==> src/rtl/vga_frame_timing.sv <==
`default_nettype none
// ============================================================================
// Module  : vga_frame_timing
// Purpose : VGA raster timing, debounced draw request and LFSR noise on clkDiv
// Rev     : 1.0  initial release
// ============================================================================
module vga_frame_timing #(
  parameter int          H_ACTIVE        = 640,
  parameter int          H_FP            = 16,
  parameter int          H_SYNC          = 96,
  parameter int          H_BP            = 48,
  parameter int          V_ACTIVE        = 480,
  parameter int          V_FP            = 10,
  parameter int          V_SYNC          = 2,
  parameter int          V_BP            = 33,
  parameter int          DEBOUNCE_CYCLES = 250000,
  parameter logic [15:0] LFSR_SEED       = 16'hACE1
) (
  input  logic       clkDiv,
  input  logic       rst,
  input  logic       btnRaw,
  output logic       hsync,
  output logic       vsync,
  output logic       displayActive,
  output logic [9:0] column,
  output logic [8:0] row,
  output logic       frameStart,
  output logic       drawRequest,
  output logic       noise
);

  localparam logic [9:0] c_h_last   = 10'(H_ACTIVE + H_FP + H_SYNC + H_BP - 1);
  localparam logic [9:0] c_h_active = 10'(H_ACTIVE);
  localparam logic [9:0] c_hs_start = 10'(H_ACTIVE + H_FP);
  localparam logic [9:0] c_hs_end   = 10'(H_ACTIVE + H_FP + H_SYNC);
  localparam logic [9:0] c_v_last   = 10'(V_ACTIVE + V_FP + V_SYNC + V_BP - 1);
  localparam logic [9:0] c_v_active = 10'(V_ACTIVE);
  localparam logic [9:0] c_vs_start = 10'(V_ACTIVE + V_FP);
  localparam logic [9:0] c_vs_end   = 10'(V_ACTIVE + V_FP + V_SYNC);
  localparam int         c_db_w     = (DEBOUNCE_CYCLES > 1) ? $clog2(DEBOUNCE_CYCLES) : 1;
  localparam logic [c_db_w-1:0] c_db_last = c_db_w'(DEBOUNCE_CYCLES - 1);

  logic [9:0]        col_q, col_d;
  logic [9:0]        line_q, line_d;
  logic [8:0]        row_q, row_d;
  logic              hsync_q, hsync_d;
  logic              vsync_q, vsync_d;
  logic              de_q, de_d;
  logic              fs_q, fs_d;
  logic              draw_q, draw_d;
  logic              noise_q, noise_d;
  logic [15:0]       lfsr_q, lfsr_d;
  logic              sync1_q, sync2_q;
  logic              acc_q, acc_d;
  logic [c_db_w-1:0] dbcnt_q, dbcnt_d;

  // Outputs are decoded from the next pixel position so every output register
  // describes the same pixel as column in the same cycle.
  always_comb begin
    col_d  = col_q + 10'd1;
    line_d = line_q;
    if (col_q == c_h_last) begin
      col_d  = '0;
      line_d = (line_q == c_v_last) ? '0 : line_q + 10'd1;
    end
    row_d   = (line_d < c_v_active) ? line_d[8:0] : 9'(line_d - c_v_active);
    de_d    = (col_d < c_h_active) && (line_d < c_v_active);
    hsync_d = !((col_d >= c_hs_start) && (col_d < c_hs_end));
    vsync_d = !((line_d >= c_vs_start) && (line_d < c_vs_end));
    fs_d    = (col_d == '0) && (line_d == '0);
    draw_d  = fs_d ? acc_q : draw_q;
  end

  always_comb begin
    acc_d   = acc_q;
    dbcnt_d = dbcnt_q;
    if (sync2_q == acc_q) begin
      dbcnt_d = '0;
    end else if (dbcnt_q == c_db_last) begin
      acc_d   = sync2_q;
      dbcnt_d = '0;
    end else begin
      dbcnt_d = dbcnt_q + 1'b1;
    end
    lfsr_d  = {lfsr_q[14:0], lfsr_q[15] ^ lfsr_q[13] ^ lfsr_q[12] ^ lfsr_q[10]};
    noise_d = lfsr_d[0];
  end

  always_ff @(posedge clkDiv or posedge rst) begin
    if (rst) begin
      col_q   <= '0;
      line_q  <= '0;
      row_q   <= '0;
      hsync_q <= 1'b1;
      vsync_q <= 1'b1;
      de_q    <= 1'b1;
      fs_q    <= 1'b0;
      draw_q  <= 1'b0;
      noise_q <= LFSR_SEED[0];
      lfsr_q  <= LFSR_SEED;
      sync1_q <= 1'b0;
      sync2_q <= 1'b0;
      acc_q   <= 1'b0;
      dbcnt_q <= '0;
    end else begin
      col_q   <= col_d;
      line_q  <= line_d;
      row_q   <= row_d;
      hsync_q <= hsync_d;
      vsync_q <= vsync_d;
      de_q    <= de_d;
      fs_q    <= fs_d;
      draw_q  <= draw_d;
      noise_q <= noise_d;
      lfsr_q  <= lfsr_d;
      sync1_q <= btnRaw;
      sync2_q <= sync1_q;
      acc_q   <= acc_d;
      dbcnt_q <= dbcnt_d;
    end
  end

  assign column        = col_q;
  assign row           = row_q;
  assign hsync         = hsync_q;
  assign vsync         = vsync_q;
  assign displayActive = de_q;
  assign frameStart    = fs_q;
  assign drawRequest   = draw_q;
  assign noise         = noise_q;

endmodule
`default_nettype wire
==> config.mk <==
export PLATFORM = sky130hd
export DESIGN_NAME = vga_frame_timing
export DESIGN_NICKNAME = d
export VERILOG_FILES = /design/src/rtl/vga_frame_timing.sv
export SDC_FILE = /design/constraint.sdc
export NUM_CORES = 1
export LEC_CHECK = 0
export CORE_MARGIN = 4
export CORE_UTILIZATION = 55
export DETAILED_ROUTE_END_ITERATION = 16
export GPL_TIMING_DRIVEN = 0
export HOLD_SLACK_MARGIN = 0.08
export PLACE_DENSITY = 0.77
export RECOVER_POWER = 25
export SYNTH_ARGS = -nofsm -noshare
export SYNTH_HDL_FRONTEND = slang
export SYNTH_SLANG_ARGS = --single-unit
==> constraint.sdc <==
create_clock -name clkDiv -period 3.3 [get_ports clkDiv]
set_clock_uncertainty 0.1 [all_clocks]
set_input_delay 0.66 -clock clkDiv [delete_from_list [all_inputs] [get_ports clkDiv]]
set_output_delay 0.66 -clock clkDiv [all_outputs]
set_load 0.01 [all_outputs]
==> metrics.txt <==
combinational share of power=0.020; number of flops mapped to enable cells by yosys=0; Post-synth ARST share=1.00; Post-Syn Nets=284; DIE AREA=6750 sq um; Setup WS post-layout=0.388 ns; CP max stage cell=a2111o_1; Clock Pin Slew Worst Setup and Hold Paths=0.07 ns; root buffer cell=clkbuf_8; Fmax=343 MHz; Slew Limit Headroom=-0.0870; DP HPWL=3900 um; status=finished with violations; dpl ws=0.369 ns; Top FF cell, synth=dfrtp_1; worst-skew pair later-pin latency=0.34 ns; final hold vios=0; Max-Cap Viols=1; post-CTS sizing=0; Clock Power Share=0.425; LEAKAGE=0.00160 uW; post-synthesis sequential area ratio=0.550; hold buffer count at cts=0; Seq cells post-synth=66; setup violators final=0; layout cell share with drive strength beyond 1=0.147; Critical Path AT=3.04 ns; Power Total=1470 uW; CTS tree=yes; sw frac=0.238; Via-to-Cell Ratio=5.40; vias in the first global route=2002; initial antenna violation count=0; CTS Buf Count=9; Tot GR Track Use=0.189; P per Cell Area=409 nW/um^2; crit path cell chain=ha_1 -> and4_1 -> buf_6 -> and3_4 -> buf_6 -> nand3_4 -> xnor2_4 -> a2111o_1 -> nor4b_4 -> mux2_1; most frequent cells in the layout=dfrtp_1, nor2_1, clkdlybuf4s50_1, nand3_1, nand2_1; Die H=82.2 um; Nets=323; Slew @ Worst Pin=1.63 ns; largest net degree at the start of global routing=43; CP max stage delay=0.44 ns; Port Buf Inserts=27; RePlAce Congestion=0.823; crit path time final=2.91 ns; DRT Pass-1 Iters=4; Syn. warnings=0; most common cell after layout, fill and taps aside=dfrtp_1; synthesized area per cell=11.0 sq um; Mapped Cells=276; global-route wire length before repair=9380 um; Sw Pwr=351 uW; Max IR drop VDD=0.386 mV; Post-Synthesis Cell Area=3030 sq um; Final ANT Viol Nets=0; Worst Setup End Kind=flip-flop; Die W=82.2 um; crit path kind=reg -> reg; Post-CTS Setup Repair Bufs=0; final worst-path cycle share=0.883; count of final max-slew check failures=42; H-tree depth=3; Row Count=26; drt wl/cell=14.4 um; Ports=28; vias post-DR=2105; sequential group share of total power=0.554; total core area=5200 sq um; area grow syn2layout=18.9%; Critical Path Start Type=flip-flop; CP required=3.42 ns; grt total ovfl=0; DRT iter0 DRCs=144; clk sinks=66; number of fillers in the final layout=401; count of unique library cells instantiated by Yosys=48; crit-path most repeated cell=buf_6; unrepaired setup endpoints after global routing=no; n_diodes=0; Clock Tree Buf Depth=2; DR DRC count=0; Pint=1120 uW; Starting Density=0.581; final wirelength=5640 um; Critical Path Fanout Max=10; area occupied by multi-input gates=1220 sq um; Worst Hold Class=reg -> reg; violated checks=max-capacitance violations, max-slew violations; Reg area=1670 sq um
-- power by group through the flow --
stage	Combinational (uW)	Sequential, uW	Clock, uW
floorplan	18.5	830	0
global placement	26.5	831	0
detailed placement	31.6	831	0
CTS	31.8	816	639
global route	34.8	816	684
finish	29.7	816	626
-- cell type report --
type,count,share of cell area
Clock buffer,10,0.0382
Tap cell,70,0.0243
Clock inverter,6,0.0139
Sequential cell,66,0.463
Buffer,13,0.0261
Multi-Input combinational cell,184,0.339
Inverter,13,0.0136
Timing Repair Buffer,28,0.0827
-- cells by family (layout without fill, tap and decap cells) --
| logic type | Yosys count | after routing | share of synthesized area |
|---|---|---|---|
| AO/OA/AOI/OAI | 27 | 27 | 0.0562 |
| XOR/XNOR | 31 | 31 | 0.0959 |
| adder cells (fa/ha/maj) | 5 | 5 | 0.0207 |
| buffers and inverters | 26 | 70 | 0.0471 |
| flip-flops | 66 | 66 | 0.550 |
| multiplexers | 4 | 4 | 0.0149 |
| AND/OR/NAND/NOR | 117 | 117 | 0.215 |
-- cells in the mapped netlist, drive strengths merged, types with 3 or more instances --
cell,n,share of area
nor3,6,0.0099
nor4,4,0.013
nor4b,3,0.014
and3,8,0.018
and4,5,0.014
inv,13,0.016
nand2,18,0.022
nand4,7,0.014
nor2,33,0.041
nor2b,3,0.0062
xnor2,16,0.053
dfrtp,55,0.45
nand3,21,0.039
o21ai,8,0.013
buf,11,0.029
mux2,4,0.015
dfstp,11,0.095
a21oi,8,0.014
ha,5,0.021
xor2,15,0.043
-- worst max-delay path, delay by kind of cell (launching register included) --
family	cells	cell delay [ns]
multiplexers	1	0.34
XOR/XNOR	1	0.18
flip-flops	1	0.43
AND/OR/NAND/NOR	4	0.79
AO/OA/AOI/OAI	1	0.44
adder cells (fa/ha/maj)	1	0.25
buffers and inverters	2	0.26
-- final timing paths --
check / start / to / slack (ns) / cells past startpoint
worst max-delay path: column[0] / drawRequest / 0.39 / 10
worst min-delay path: lfsr_q[8] / lfsr_q[9] / 0.25 / 0
worst max register to register: column[0] / drawRequest / 0.39 / 10
worst min register to register: lfsr_q[8] / lfsr_q[9] / 0.25 / 0
max in group asynchronous: rst / row[4] / 0.98 / 2
min in group asynchronous: rst / sync1_q / 1.16 / 2
-- stage by stage --
stage	instance area, sq um	utilization	hold slack (ns)	setup TNS [ns]	instances
floorplan	3030	-	0.231	0	276
global placement	3380	0.650	0.233	-6.33	373
detailed placement	3410	0.656	0.235	0	374
CTS	3600	0.692	0.253	0	390
global route	3600	0.692	0.268	0	390
finish	3600	0.692	0.252	0	390
-- sequential cells by signal, summed over array words and instances, names as in the netlist, 5 cells and up --
name,flops
dbcnt_q,18
column,10
row,9
line_q,5
lfsr_q,16
-- metal layers --
metal | GRT usage | wire length [um] | vias up
li1 | - | - | 1028
met1 | 0.277 | 2760 | 1016
met2 | 0.263 | 2530 | 52
met3 | 0.0401 | 231 | 9
met4 | 0.0963 | 117 | 0
met5 | 0 | 0 | -
No activity file was read; power rests on OpenSTA's default activity.
